==> src/rtl/multi_cycle_control_fsm.sv <==
// Multi-cycle control sequencer for the 32-bit RISC datapath with a shared memory port.
// Optional: define OVERFLOW_TRAP_EN to trap signed overflow at register write-back.
module multi_cycle_control_fsm #(
    parameter int unsigned CNT_W = 32
) (
    input  logic             clock,
    input  logic             Reset,
    input  logic [5:0]       Opcode,
    input  logic             zero,
    input  logic             Overflow,
    input  logic             mem_ready,
    output logic             PCWrite,
    output logic             PCWriteCond,
    output logic             IorD,
    output logic             MemRead,
    output logic             MemWrite,
    output logic             IRWrite,
    output logic             MemtoReg,
    output logic             RegDst,
    output logic             RegWrite,
    output logic             ALUSrcA,
    output logic [1:0]       ALUSrcB,
    output logic [1:0]       ALUOp,
    output logic [1:0]       PCSource,
    output logic [3:0]       state,
    output logic             illegal_op,
    output logic [CNT_W-1:0] retired
);

    typedef enum logic [3:0] {
        S_FETCH   = 4'd0,
        S_DECODE  = 4'd1,
        S_MEMADR  = 4'd2,
        S_MEMRD   = 4'd3,
        S_MEMWB   = 4'd4,
        S_MEMWR   = 4'd5,
        S_EXEC    = 4'd6,
        S_RWB     = 4'd7,
        S_BRANCH  = 4'd8,
        S_JUMP    = 4'd9,
        S_ADDI_EX = 4'd10,
        S_ADDI_WB = 4'd11,
        S_TRAP    = 4'd12
    } state_t;

    state_t           r_state;
    state_t           w_next;
    logic             w_retire;
    logic [CNT_W-1:0] r_retired;

    // zero is consumed by the datapath's PC-load gate, not by the sequencer
    logic w_unused;
    assign w_unused = ^{zero, Overflow};

    always_ff @(posedge clock) begin
        if (Reset) begin
            r_state   <= S_FETCH;
            r_retired <= '0;
        end else begin
            r_state <= w_next;
            if (w_retire)
                r_retired <= r_retired + CNT_W'(1);
        end
    end

    always_comb begin
        w_next      = S_FETCH;
        w_retire    = 1'b0;
        PCWrite     = 1'b0;
        PCWriteCond = 1'b0;
        IorD        = 1'b0;
        MemRead     = 1'b0;
        MemWrite    = 1'b0;
        IRWrite     = 1'b0;
        MemtoReg    = 1'b0;
        RegDst      = 1'b0;
        RegWrite    = 1'b0;
        ALUSrcA     = 1'b0;
        ALUSrcB     = 2'b00;
        ALUOp       = 2'b00;
        PCSource    = 2'b00;
        illegal_op  = 1'b0;
        case (r_state)
            S_FETCH: begin
                MemRead = 1'b1;
                ALUSrcB = 2'b01;
                if (mem_ready) begin
                    IRWrite = 1'b1;
                    PCWrite = 1'b1;
                    w_next  = S_DECODE;
                end else begin
                    w_next  = S_FETCH;
                end
            end
            S_DECODE: begin
                ALUSrcB = 2'b11;
                case (Opcode)
                    6'h00:        w_next = S_EXEC;
                    6'h23, 6'h2B: w_next = S_MEMADR;
                    6'h04:        w_next = S_BRANCH;
                    6'h02:        w_next = S_JUMP;
                    6'h08:        w_next = S_ADDI_EX;
                    default:      w_next = S_TRAP;
                endcase
            end
            S_MEMADR: begin
                ALUSrcA = 1'b1;
                ALUSrcB = 2'b10;
                w_next  = (Opcode == 6'h23) ? S_MEMRD : S_MEMWR;
            end
            S_MEMRD: begin
                MemRead = 1'b1;
                IorD    = 1'b1;
                w_next  = mem_ready ? S_MEMWB : S_MEMRD;
            end
            S_MEMWB: begin
                RegWrite = 1'b1;
                MemtoReg = 1'b1;
                w_retire = 1'b1;
            end
            S_MEMWR: begin
                MemWrite = 1'b1;
                IorD     = 1'b1;
                w_retire = mem_ready;
                w_next   = mem_ready ? S_FETCH : S_MEMWR;
            end
            S_EXEC: begin
                ALUSrcA = 1'b1;
                ALUOp   = 2'b10;
                w_next  = S_RWB;
            end
            S_RWB: begin
                RegDst = 1'b1;
`ifdef OVERFLOW_TRAP_EN
                RegWrite   = !Overflow;
                illegal_op = Overflow;
                w_retire   = !Overflow;
`else
                RegWrite = 1'b1;
                w_retire = 1'b1;
`endif
            end
            S_BRANCH: begin
                ALUSrcA     = 1'b1;
                ALUOp       = 2'b01;
                PCWriteCond = 1'b1;
                PCSource    = 2'b01;
                w_retire    = 1'b1;
            end
            S_JUMP: begin
                PCWrite  = 1'b1;
                PCSource = 2'b10;
                w_retire = 1'b1;
            end
            S_ADDI_EX: begin
                ALUSrcA = 1'b1;
                ALUSrcB = 2'b10;
                w_next  = S_ADDI_WB;
            end
            S_ADDI_WB: begin
`ifdef OVERFLOW_TRAP_EN
                RegWrite   = !Overflow;
                illegal_op = Overflow;
                w_retire   = !Overflow;
`else
                RegWrite = 1'b1;
                w_retire = 1'b1;
`endif
            end
            S_TRAP: begin
                illegal_op = 1'b1;
            end
            default: w_next = S_FETCH;
        endcase

        // Reset masks every strobe combinationally so a stalled access is dropped in the same cycle
        if (Reset) begin
            w_retire    = 1'b0;
            PCWrite     = 1'b0;
            PCWriteCond = 1'b0;
            IorD        = 1'b0;
            MemRead     = 1'b0;
            MemWrite    = 1'b0;
            IRWrite     = 1'b0;
            MemtoReg    = 1'b0;
            RegDst      = 1'b0;
            RegWrite    = 1'b0;
            ALUSrcA     = 1'b0;
            ALUSrcB     = 2'b00;
            ALUOp       = 2'b00;
            PCSource    = 2'b00;
            illegal_op  = 1'b0;
        end
    end

    assign state   = r_state;
    assign retired = r_retired;

endmodule

==> config.mk <==
export PLATFORM = sky130hd
export DESIGN_NAME = multi_cycle_control_fsm
export DESIGN_NICKNAME = d
export VERILOG_FILES = /design/src/rtl/multi_cycle_control_fsm.sv
export SDC_FILE = /design/constraint.sdc
export NUM_CORES = 1
export LEC_CHECK = 0
export ABC_AREA = 1
export BUFFER_PORTS_ARGS = -buffer_cell sky130_fd_sc_hd__buf_4
export CAP_MARGIN = 20
export CORE_ASPECT_RATIO = 0.5
export CORE_MARGIN = 4
export CORE_UTILIZATION = 48
export CTS_CLUSTER_SIZE = 30
export DETAILED_ROUTE_END_ITERATION = 12
export PLACE_DENSITY = 0.81
export SYNTH_ARGS = -nofsm -noshare
export SYNTH_HDL_FRONTEND = slang
export SYNTH_SLANG_ARGS = --single-unit
==> constraint.sdc <==
create_clock -name clock -period 1.4 [get_ports clock]
set_input_delay 0.07 -clock clock [delete_from_list [all_inputs] [get_ports clock]]
set_output_delay 0.07 -clock clock [all_outputs]
set_load 0.03 [all_outputs]
==> results.md <==
* # clock sinks at 36
* Worst Path Arrival at approximately 1.8 ns
* Post-Syn Area at 2520 µm²
* First-pass GRT wire length at roughly 13,000 µm
* Maxcap violations at 0
* Standard-cell rows at 18
* Share of post-route cells with drive strength above 1 at 0.395
* Worst Path Class, Setup: flip-flop to flip-flop
* Root Driver: clkbuf_8
* FF-to-FF Start: retired[8]$_SDFFE_PP0P_
* Fmax at roughly 0.63 GHz
* Worst IR Drop VDD at roughly 0.42 mV
* Tightest Pin Transition at about 0.35 ns
* Vias in the first global route at 2,820
* Via Count at between 3,000 and 4,000
* CP Launch Type: flip-flop
* Largest net degree at the start of global routing at 20
* Synth Warn # at 0
* Worst R2R End: retired[11]$_SDFFE_PP0P_
* Total wire length at ~8400 µm
* Longest Clk Path Bufs at 2
* Height of the die at a little under 60 µm
* GPL Wtd Cong at 0.960
* WHS Endpoint: retired[17]$_SDFFE_PP0P_
* Die Area at roughly 6500 µm²
* Post-Syn Area per Cell at around 5.7 µm²
* WHS Path Cells at 2
* Period utilisation layout at 1.13
* Outcome: finished, violations left
* 1st-iter DRT viols at 220
* Seq cells post-synth at 36
* Worst path slowest cell: dfxtp_2
* Placed cell area at about 3400 µm²
* Worst clock skew at around 0.0072 ns
* GRT overflow at 0
* Post-Syn Nets at between 400 and 500
* Fin crit period at roughly 1.6 ns
* Io pins at between 60 and 70
* Worst R2R Setup Slack at -0.18 ns
* Layout area overhead at 54.7%
* TritonCTS clock tree: done
* Violated checks: setup timing
* Clk_lat worst skew at 0.30 ns
* TritonCTS Buffers at 5
* Max-slew headroom at 0.767
* GRT Util Overall at 0.230
* Antenna Nets Post-Route at 0
* Worst Path Required at 1.61 ns
* Seq/Total Area, Yosys at 0.286
* Fin. Hold Viols at 0
* Fin area at ~3900 µm²
* Final #Nets at 555
* # setup viols final at 37
* CP peak stage delay at about 0.36 ns
* Port Buffers at 61
* Worst Hold Class: input pin to flip-flop
* CP Capture Type: flip-flop
* CP cell instances: nand2_1, nor2_1, nand2_1, nor2_1, buf_4, xor2_1, nand2_1, a21oi_1
* Number of library cell types mapped by synthesis at 28
* Reg clk slew, reported paths at around 0.070 ns
* Post-DP HPWL at about 5500 µm
* Initial antenna violation count at 0
* Fin worst setup slack at -0.182 ns
* Final core utilization at 0.779
* RSZ-0062 raised after global routing: true
* Antenna Cells at 0
* Lkg Pwr at between 1.5 and 2 nW
* Total number of H-tree levels at 2
* Cell Pwr Density at around 620 nW/µm²
* Routed WL per cell at around 14 µm
* Core area at approximately 5000 µm²
* Initial core utilization at 0.504
* Setup_tns at -1.69 ns
* Hold_sp: Reset
* Max-slew violations at 0
* Hold-fix buffers, CTS at 0
* Worst slack at placement at -0.0651 ns
* Drt drc at 0
* Total power at ~2.4 mW
* Reg2reg path depth at 8
* Pre-antenna DRT Iters at 7
* Avg Vias per Cell at 5.20
* Die width at 110 µm
* Syn Inst Count at 440
* Worst Path Max Fanout at 3
* Cell mode on critical path: nand2_1
## layer usage
layer	share of wire	global-route usage	up-vias	wire, µm
li1	-	-	1568	-
met1	0.43	0.302	1501	3600
met2	0.49	0.396	111	4100
met3	0.074	0.0530	15	621
met4	0.011	0.0474	0	94
met5	0	0	-	0
## how the worst max path moves through the flow
stage                        startpoint                        to  slack, ns  cells past startpoint
2_1_floorplan  retired[22]$_SDFFE_PP0P_  retired[25]$_SDFFE_PP0P_     0.0009                      8
3_3_place_gp    retired[0]$_SDFFE_PP0P_  retired[22]$_SDFFE_PP0P_     -0.002                     10
3_5_place_dp        state[3]$_SDFF_PP0_  retired[21]$_SDFFE_PP0P_      -0.07                      8
4_1_cts             state[3]$_SDFF_PP0_                      IorD      -0.07                      7
5_1_grt         retired[8]$_SDFFE_PP0P_  retired[11]$_SDFFE_PP0P_      -0.25                      8
6_report        retired[8]$_SDFFE_PP0P_  retired[11]$_SDFFE_PP0P_      -0.18                      8
## metrics by stage
stage / hold slack (ns) / instances
floorplan: 0.306 / 440
finish: 0.104 / 614
CTS: 0.0936 / 609
global placement: 0.383 / 595
global route: 0.120 / 614
detailed placement: 0.381 / 595
## cell usage in the layout, fill, tap and decap left out, types with 16 or more instances in the layout
cell / synthesis / layout
nand2_1: 142 / 131
nor2_2: 5 / 19
a21oi_1: 24 / 22
nor2_1: 94 / 66
buf_4: 2 / 95
nand3_1: 19 / 17
inv_1: 48 / 44
nor2_4: 2 / 16
## worst max-delay path: cells and delay by family, from the launching register on
family,cells,cell delay [ns]
simple gates,5,0.66
flops,1,0.36
buf+inv,1,0.16
compound gates,1,0.16
xor+xnor,1,0.15
## state kept, by name, summed over array words and instances (netlist names)
| register | flops |
|---|---|
| retired | 32 |
| state | 4 |
## cell type report
type | count | area (µm²)
clock buffers | 8 | 100
fillers | 371 | 1110
inverters | 52 | 208
multi-input cells | 341 | 1840
flip-flops and latches | 36 | 781
well taps | 70 | 87.6
repair buffers | 107 | 880
## synthesized netlist by cell type, drive strengths merged
cell,count,area (µm²)
nand4,5,31.3
nor4,1,6.26
nand3,21,115
dfxtp,36,721
a21oi,25,129
inv,52,195
o21ai,9,45.0
clkbuf,6,22.5
nor3b,1,7.51
nand2,149,587
and2,2,12.5
o21bai,2,15.0
a31oi,2,12.5
buf,5,52.5
ha,1,12.5
a211oi,1,7.51
nor3,12,60.1
nor2,101,407
xor2,9,78.8
## what timing repair did
action                                  4_1_cts  5_1_grt
pin swaps                                     8       10
endpoints found under the setup margin       38       50
setup buffers                                 6        4
gates resized for setup                      45       56
cloned                                        0        1
## logic make-up after synthesis
kind of cell               Yosys count  share of synthesized area
AOI/OAI and AO/OA                   39                     0.0830
xor gates and xnor gates             9                     0.0313
adders and majority gates            1                    0.00497
buffers and inverters               63                      0.107
DFF                                 36                      0.286
and+or+nand+nor                    292                      0.487
## where the power goes
part / switching [mW] / internal, mW / leakage, nW
Combinational: 0.297 / 0.207 / 1.24
Sequential: 0.0258 / 1.02 / 0.306
Clock: 0.397 / 0.450 / 0.0515
Total: 0.720 / 1.68 / 1.60
Note: power is estimated with default switching activity, not from simulation.
